## config.mk

```make
export PLATFORM = sky130hd
export DESIGN_NAME = moka_run_sequencer
export DESIGN_NICKNAME = d
export VERILOG_FILES = /design/src/rtl/moka_run_sequencer.sv
export SDC_FILE = /design/constraint.sdc
export NUM_CORES = 1
export LEC_CHECK = 0
export ABC_AREA = 1
export BUFFER_PORTS_ARGS = -buffer_cell sky130_fd_sc_hd__buf_2
export CAP_MARGIN = 30
export CORE_MARGIN = 5
export CORE_UTILIZATION = 51
export DETAILED_ROUTE_END_ITERATION = 10
export PLACE_DENSITY = 0.81
export SLEW_MARGIN = 20
export SYNTH_ARGS = -nofsm -noshare
export SYNTH_HDL_FRONTEND = slang
export SYNTH_SLANG_ARGS = --single-unit
```

## constraint.sdc

```tcl
create_clock -name clk -period 2.1 [get_ports clk]
set_input_delay 0.21 -clock clk [delete_from_list [all_inputs] [get_ports clk]]
set_output_delay 0.21 -clock clk [all_outputs]
set_load 0.02 [all_outputs]
```

## src/rtl/moka_run_sequencer.sv

```systemverilog
// Run controller for the moka_top core: sequences reset/enable after a start request,
// counts enabled run cycles and watches the data-memory write bus for a tohost store.
module moka_run_sequencer #(
   parameter int unsigned           RST_CYCLES     = 4,
   parameter int unsigned           EN_DELAY       = 2,
   parameter int unsigned           TIMEOUT_CYCLES = 1000,
   parameter int unsigned           CNT_WIDTH      = 32,
   parameter int unsigned           ADDR_WIDTH     = 32,
   parameter int unsigned           DATA_WIDTH     = 32,
   parameter logic [ADDR_WIDTH-1:0] TOHOST_ADDR    = 'h0000_1000
) (
   input  logic                  clk,
   input  logic                  rst,
   input  logic                  start,
   input  logic                  pause,
   input  logic                  mem_we,
   input  logic [ADDR_WIDTH-1:0] mem_addr,
   input  logic [DATA_WIDTH-1:0] mem_wdata,
   output logic                  dut_rstn,
   output logic                  dut_en,
   output logic                  busy,
   output logic                  done,
   output logic                  pass,
   output logic                  fail,
   output logic                  timeout,
   output logic [DATA_WIDTH-1:0] exit_code,
   output logic [CNT_WIDTH-1:0]  cycle_count,
   output logic [2:0]            run_state
);

   typedef enum logic [2:0] {
      S_IDLE    = 3'd0,
      S_RESET   = 3'd1,
      S_ARM     = 3'd2,
      S_RUN     = 3'd3,
      S_PASS    = 3'd4,
      S_FAIL    = 3'd5,
      S_TIMEOUT = 3'd6
   } state_t;

   localparam int unsigned PH_MAX = (RST_CYCLES > EN_DELAY) ? RST_CYCLES :
                                    ((EN_DELAY > 1) ? EN_DELAY : 1);
   localparam int unsigned PH_W   = $clog2(PH_MAX) + 1;
   localparam logic [PH_W-1:0]      RST_LAST = PH_W'(RST_CYCLES - 1);
   localparam logic [PH_W-1:0]      ARM_LAST = (EN_DELAY == 0) ? '0 : PH_W'(EN_DELAY - 1);
   localparam logic [CNT_WIDTH-1:0] TO_LAST  = CNT_WIDTH'(TIMEOUT_CYCLES - 1);

   state_t                state_q, state_d;
   logic [PH_W-1:0]       phase_q, phase_d;
   logic [CNT_WIDTH-1:0]  cnt_q, cnt_d;
   logic [DATA_WIDTH-1:0] exit_q, exit_d;
   logic                  en_run;
   logic                  hit;

   assign en_run = (state_q == S_RUN) && !pause;
   assign hit    = en_run && mem_we && (mem_addr == TOHOST_ADDR) && (mem_wdata != '0);

   always_comb begin
      state_d = state_q;
      phase_d = phase_q;
      cnt_d   = cnt_q;
      exit_d  = exit_q;
      case (state_q)
         S_IDLE, S_PASS, S_FAIL, S_TIMEOUT: begin
            // Every (re)run starts from a clean slate.
            if (start) begin
               state_d = S_RESET;
               phase_d = '0;
               cnt_d   = '0;
               exit_d  = '0;
            end
         end
         S_RESET: begin
            if (phase_q == RST_LAST) begin
               phase_d = '0;
               state_d = (EN_DELAY == 0) ? S_RUN : S_ARM;
            end else begin
               phase_d = phase_q + 1'b1;
            end
         end
         S_ARM: begin
            if (phase_q == ARM_LAST) begin
               phase_d = '0;
               state_d = S_RUN;
            end else begin
               phase_d = phase_q + 1'b1;
            end
         end
         S_RUN: begin
            // A tohost hit outranks a timeout landing on the same cycle.
            if (en_run) begin
               cnt_d = cnt_q + 1'b1;
               if (hit) begin
                  exit_d  = mem_wdata;
                  state_d = (mem_wdata == DATA_WIDTH'(1)) ? S_PASS : S_FAIL;
               end else if (cnt_q == TO_LAST) begin
                  state_d = S_TIMEOUT;
               end
            end
         end
         default: state_d = S_IDLE;
      endcase
   end

   always_ff @(posedge clk) begin
      if (rst) begin
         state_q <= S_IDLE;
         phase_q <= '0;
         cnt_q   <= '0;
         exit_q  <= '0;
      end else begin
         state_q <= state_d;
         phase_q <= phase_d;
         cnt_q   <= cnt_d;
         exit_q  <= exit_d;
      end
   end

   assign dut_rstn    = (state_q != S_IDLE) && (state_q != S_RESET);
   assign dut_en      = en_run;
   assign busy        = (state_q == S_RESET) || (state_q == S_ARM) || (state_q == S_RUN);
   assign done        = (state_q == S_PASS) || (state_q == S_FAIL) || (state_q == S_TIMEOUT);
   assign pass        = (state_q == S_PASS);
   assign fail        = (state_q == S_FAIL);
   assign timeout     = (state_q == S_TIMEOUT);
   assign exit_code   = exit_q;
   assign cycle_count = cnt_q;
   assign run_state   = state_q;

endmodule

```

==> key figures, run 1 <==
Critical path
  – CP startpoint: run_state[0]
  – CP Launch Type: register
  – Crit Path Class: reg -> reg
  – Worst reg2reg endpoint: cycle_count[14]
  – Crit end category: register
  – Crit path cell chain: nand2_2 -> a21oi_2 -> nor2_1 -> inv_1 -> nand2_2 -> inv_2 -> buf_4 -> nand3_1 -> nor2_2 -> nand3_1 -> nand2_1 -> nor2_1
  – CP max stage cell: dfxtp_1
  – Critical Path Max Stage Delay: 420 ps
  – CP Depth: 12
  – Critical path's top delay family: simple AND/OR/NAND/NOR gates
  – CP Data Required Time: 2350 ps
  – CP Capture Point: cycle_count[14]
  – Crit path DAT: 2180 ps
  – Beginning of the worst register-to-register path: run_state[0]
  – Worst R2R Setup Slack: 170 ps
  – Reg2reg path depth: 12
  – CP max FO: 14
  – Buf+Inv Stages, Crit Path: 3

Placement
  – Routability congestion estimate: 0.959
  – Dpl hpwl: 10.4 mm
  – DP Area: 5150 um2
  – Port bufs: 142

Timing
  – Final setup fails: 0
  – Hold WS: 86.7 ps
  – Skew final: 7.94 ps
  – Worst slew margin: 66.6%
  – Unrepaired setup endpoints after global routing: false
  – Final min period: 1930 ps
  – Fin crit share: 91.9%
  – Final Hold Viols: 0
  – Slew Limit Fails: 0
  – Worst Max-Slew Pin Slew: 502 ps
  – Setup TNS: 0 ps
  – Max Clk Rate: 0.518 GHz

Detailed routing
  – First-pass DRT Iterations: 7
  – DRC Markers: 0
  – Remaining antenna violation count after routing: 0
  – Routed via count: 5034
  – Vias/cell: 5.21
  – DR iter-0 viols: 233
  – WL/cell: 14.0 um
  – Drt total wl: 13.6 mm

Clock tree
  – Sink Count: 70
  – Reg clk slew, reported paths: 80 ps
  – CTS Buf Count: 9
  – H-tree depth: 3
  – Clk Latency, worst-skew pair: 360 ps
  – Root Driver: clkbuf_8
  – Post-CTS Setup Inserts: 0
  – TritonCTS clock tree: done
  – CTS max path bufs: 2

Global route
  – Total track usage: 26.3%
  – Total grt overflow: 0
  – Pin count of the biggest net entering global routing: 37
  – First-pass GRT wire length: 21.9 mm
  – Vias in the first global route: 4911
  – Initial antenna violation count: 0

Run
  – Max-Cap Viols: 0

Synth
  – Distinct cells, synth: 32
  – Post-synthesis register bit count: 70
  – Warnings, synthesis: 0
  – Post-synth net total: 783
  – Synth Flop Type: dfxtp_1
  – Sequential-to-total area share from yosys stat: 32.7%
  – Number of synthesized flops with an enable pin: 0
  – Mapped Cells: 709
  – Average cell area after synthesis: 6.05 um2
  – Ys async rst share: 0%
  – Mapped Area: 4290 um2

Power
  – PD cells: 1200 nW/um2
  – Peak supply drop: 0.000648 V
  – Leak: 2.65 nW

Min path
  – Hold Path Class: in -> reg

Die
  – FP Rows: 33
  – Initial Util: 52.2%
  – Die Area: 10300 um2
  – Top Ports: 143
  – Core footprint: 8220 um2
  – Die height: 102 um
  – Die Wd: 102 um

Layout
  – Antenna Cells: 0
  – Fin area: 5430 um2
  – Syn-to-layout area delta: 26.5%
  – Nets@finish: 931
  – Layout cells sized above 1: 23.8%

Status
  – Outcome: completed
[Yosys cell counts, types with 2 or more instances]
cell,count,area share [%]
nand2_2,4,0.58
nor2_1,179,16
inv_2,3,0.26
o21ai_2,4,0.82
buf_6,3,0.79
clkinv_1,2,0.18
nand3_1,31,3.6
buf_2,4,0.47
o22ai_1,2,0.29
inv_1,90,7.9
ha_1,5,1.5
nand2_1,154,13
nand4_1,31,4.5
nor3b_1,2,0.35
a21o_1,6,1.0
nor3_1,21,2.4
clkbuf_1,7,0.61
o21ai_0,23,2.7
xor2_1,4,0.82
a21oi_1,31,3.6
a21oi_2,16,3.3
and2_1,3,0.44
buf_1,5,0.44
nand3b_1,2,0.35
dfxtp_1,70,33
[cell type report]
cell class                 instances  area (um2)
clock inverter                     7         146
fill                             770        2790
inverter                          95         357
multi-input combinational        524        2430
sequential                        70        1400
clock buffer                       9         124
tap                              105         131
timing repair buffer             157         836
[cell families after synthesis]
logic type	count (synthesis)	share of synthesized area (%)
xor gates and xnor gates	4	0.816
AOI/OAI and AO/OA	85	12.3
DFF	70	32.7
and+or+nand+nor	430	42.0
adders and majority gates	5	1.46
buffers and inverters	115	10.8
[worst min-delay path by stage]
stage / endpoint / slack (ps) / from / cells after the start
finish: exit_code[5] / 90 / mem_wdata[5] / 3
global route: exit_code[7] / 100 / mem_wdata[7] / 3
CTS: exit_code[5] / 80 / mem_wdata[5] / 3
detailed placement: exit_code[7] / 460 / mem_wdata[7] / 3
global placement: exit_code[5] / 450 / mem_wdata[5] / 3
floorplan: exit_code[14] / 340 / mem_wdata[14] / 2
[power breakdown]
part	switching, mW	internal (mW)	total (mW)	leakage (nW)
Combinational	2.07	1.04	3.11	1.95
Clock	0.575	0.915	1.49	0.134
Sequential	0.212	1.69	1.90	0.571
[sequential cells by signal, indices dropped and copies added, names as in the netlist]
name,count
cycle_count,32
exit_code,32
phase_q,3
run_state,3
[what timing repair did]
action                                  in CTS  in global routing
endpoints found under the hold margin        0                  0
endpoints found under the setup margin       0                  6
resized for setup                            0                  4
hold buffers                                 0                  0
[cells in the final DEF, fill, tap and decap left out, drive strengths merged]
cell type / instances
xor2: 4
a211oi: 1
and2: 4
clkbuf: 9
a21o: 6
a21oi: 47
o22ai: 2
nand3: 31
nor3b: 2
ha: 5
nand3b: 2
o21a: 1
nor3: 21
dfxtp: 70
or2: 1
nand2: 158
inv: 93
a2bb2oi: 1
o21ai: 27
clkinv: 5
bufinv: 4
buf: 157
nand4: 31
nor2: 180
[tightest hold or removal path: cells and delay by family]
| family | cells | cell delay, ps |
|---|---|---|
| compound gates | 1 | 40 |
| buf+inv | 1 | 90 |
| simple gates | 1 | 70 |
[per-layer routing]
metal | wire (um) | GRT usage, %
met5 | 0 | 0
met4 | 391 | 12.1
met3 | 999 | 3.99
met2 | 6780 | 47.4
met1 | 5420 | 30.4
[metrics by stage]
stage          setup slack (ps)  utilization (%)  cells  power [mW]
6_report                    171             66.1    967        6.50
2_1_floorplan               132                -    709        4.08
3_3_place_gp                226             62.7    951        4.94
5_1_grt                    32.0             66.1    967        6.97
4_1_cts                    52.2             66.0    967        6.51
3_5_place_dp                122             62.7    951        5.03
Power figures use the tool's default switching activity.
==> run 2, diff against run 1 <==
clock period = 2.05 ns   (was 2.1 ns; I/O delays follow)
==> key figures, run 2 (synthesis gave the netlist of run 1 again) <==
Die
  – Die Wd: 102 um (unchanged)
  – Die height: 102 um (unchanged)
  – Top Ports: 143 (unchanged)
  – FP Rows: 33 (unchanged)
  – Core footprint: 8220 um2 (unchanged)
  – Die Area: 10300 um2 (unchanged)
  – Initial Util: 52.2% (unchanged)

Layout
  – Layout cells sized above 1: 24.0% (was 23.8%)
  – Fill cells: 799 (was 770)
  – Most common cell after layout, fill and taps aside: nor2_1 (unchanged)
  – Syn-to-layout area delta: 24.7% (was 26.5%)
  – Nets@finish: 930 (was 931)
  – Antenna Cells: 0 (unchanged)
  – Most frequent cells in the layout: 178 x nor2_1, 154 x nand2_1, 142 x buf_2 (unchanged)
  – Number of standard cells in the final layout excluding fillers: 966 (was 967)
  – Post-layout util: 65.1% (was 66.1%)

Timing
  – Unrepaired setup endpoints after global routing: true (was false)
  – Max Clk Rate: 0.534 GHz (was 0.518 GHz)
  – Final Hold Viols: 0 (unchanged)
  – Slew Limit Fails: 0 (unchanged)
  – Final min period: 1870 ps (was 1930 ps)
  – Fin crit share: 91.4% (was 91.9%)
  – Final setup fails: 0 (unchanged)
  – Worst slew margin: 65.7% (was 66.6%)
  – Worst Max-Slew Pin Slew: 515 ps (was 502 ps)
  – Skew final: 12.6 ps (was 7.94 ps)

Global route
  – Total grt overflow: 0 (unchanged)
  – Vias in the first global route: 4823 (was 4911)
  – Initial antenna violation count: 0 (unchanged)
  – First-pass GRT wire length: 21.7 mm (was 21.9 mm)
  – Pin count of the biggest net entering global routing: 36 (was 37)
  – Total track usage: 25.8% (was 26.3%)

Detailed routing
  – Remaining antenna violation count after routing: 0 (unchanged)
  – First-pass DRT Iterations: 5 (was 7)
  – WL/cell: 14.1 um (was 14.0 um)
  – DRC Markers: 0 (unchanged)
  – Vias/cell: 5.29 (was 5.21)
  – DR iter-0 viols: 268 (was 233)
  – Drt total wl: 13.6 mm (about the same)
  – Routed via count: 5109 (was 5034)

Clock tree
  – Root Driver: clkbuf_8 (unchanged)
  – Sink Count: 70 (unchanged)
  – Clk Latency, worst-skew pair: 360 ps (about the same)
  – Reg clk slew, reported paths: 90 ps (was 80 ps)
  – H-tree depth: 3 (unchanged)
  – CTS max path bufs: 2 (unchanged)
  – CTS Buf Count: 9 (unchanged)
  – TritonCTS clock tree: done (unchanged)

Status
  – Outcome: completed (unchanged)

Critical path
  – Critical Path Max Stage Delay: 570 ps (was 420 ps)
  – CP Launch Type: register (unchanged)
  – Crit path DAT: 2170 ps (was 2180 ps)
  – CP max stage cell: dfxtp_1 (unchanged)
  – CP Depth: 11 (was 12)
  – Reg2reg path depth: 11 (was 12)
  – Crit end category: register (unchanged)
  – Crit path cell chain: nor2_4 -> nand2_2 -> inv_2 -> nand2_1 -> nor2_1 -> nand3_1 -> nand2_1 -> nand2_2 -> buf_4 -> o21ai_0 -> nor2_1 (was nand2_2 -> a21oi_2 -> nor2_1 -> inv_1 -> nand2_2 -> inv_2 -> buf_4 -> nand3_1 -> nor2_2 -> nand3_1 -> nand2_1 -> nor2_1)
  – Critical path's top delay family: simple AND/OR/NAND/NOR gates (unchanged)
  – CP Data Required Time: 2340 ps (was 2350 ps)
  – CP max FO: 27 (was 14)
  – Buf+Inv Stages, Crit Path: 2 (was 3)
  – Crit Path Class: reg -> reg (unchanged)

Placement
  – Routability congestion estimate: 1.01 (was 0.959)
  – Port bufs: 142 (unchanged)
  – Placed insts: 950 (was 951)
  – Dpl hpwl: 10.6 mm (was 10.4 mm)

Power
  – Sw frac: 47.1% (was 44.0%)
  – Peak supply drop: 0.000839 V (was 0.000648 V)
  – PD cells: 1180 nW/um2 (was 1200 nW/um2)
  – Int Pwr: 3.33 mW (was 3.65 mW)
  – Combinational power share: 49.7% (was 47.8%)
  – Share of power burned in registers: 31.5% (was 29.3%)
  – Net Switching: 2.97 mW (was 2.86 mW)
  – Clock share of power: 18.8% (was 22.9%)
  – Leak: 2.60 nW (was 2.65 nW)

Min path
  – Hold Path Class: in -> reg (unchanged)
  – Hold Path Stages: 3 (unchanged)

Run
  – Max-Cap Viols: 0 (unchanged)
==> run 2: changes by cell type in the layout (fill, tap and decap cells not counted), moves of 2 or more <==
cell and change:
bufinv_16 -3, clkinvlp_4 +3, inv_6 +3, clkinv_4 -2
==> run 2: final timing paths <==
| kind | startpoint | endpoint | slack [ps] |
|---|---|---|---|
| hold reg to reg | exit_code[17] | exit_code[17] | 480 |
| setup reg to reg | run_state[2] | exit_code[18] | 180 |
| setup / recovery | run_state[2] | exit_code[18] | 180 |
| hold / removal | mem_wdata[5] | exit_code[5] | 90 |
==> run 2: what timing repair did <==
item                                   CTS  global route
setup buffers                            0             0
endpoints found under the hold margin    0             0
hold buffers                             0             0
setup endpoints to repair                0             5
resized for setup                        0             6
==> run 2: layout make-up <==
type | count | area (um2) | area share [%]
repair buffers | 156 | 816 | 15.2
multi-input cells | 524 | 2430 | 45.5
inverters | 95 | 360 | 6.74
well taps | 105 | 131 | 2.46
clock inverters | 7 | 80.1 | 1.50
flip-flops and latches | 70 | 1400 | 26.2
clock buffers | 9 | 124 | 2.32
==> run 2: metrics by stage <==
stage          worst slack [ps]  cell area [um2]  power, mW  TNS (ps)  hold WS (ps)
3_3_place_gp                235             5130       4.97         0           447
6_report                    176             5350       6.29         0          91.8
5_1_grt                   -7.80             5350       6.74     -7.80          95.2
3_5_place_dp                187             5130       5.09         0           466
2_1_floorplan              81.5             4290       4.18         0           332
4_1_cts                     136             5340       6.27         0          94.1
==> run 2: layer usage <==
layer / vias up / track usage [%] / part of all wire (%)
met1: 2321 / 29.7 / 39
met4: 0 / 9.71 / 2.0
met3: 33 / 4.13 / 7.8
li1: 2539 / - / -
met2: 216 / 47.7 / 51
met5: - / 0 / 0
==> run 2: tightest hold or removal path: stages <==
cell     delay (ps)
buf_2           100
a21oi_2          50
nor2_1           70
==> run 2: power groups by stage <==
stage	registers (mW)	logic [mW]	clock network, mW
detailed placement	2.00	3.10	0
global route	2.03	3.45	1.25
global placement	1.98	3.00	0
floorplan	2.42	1.77	0
CTS	1.97	3.12	1.19
finish	1.98	3.13	1.18
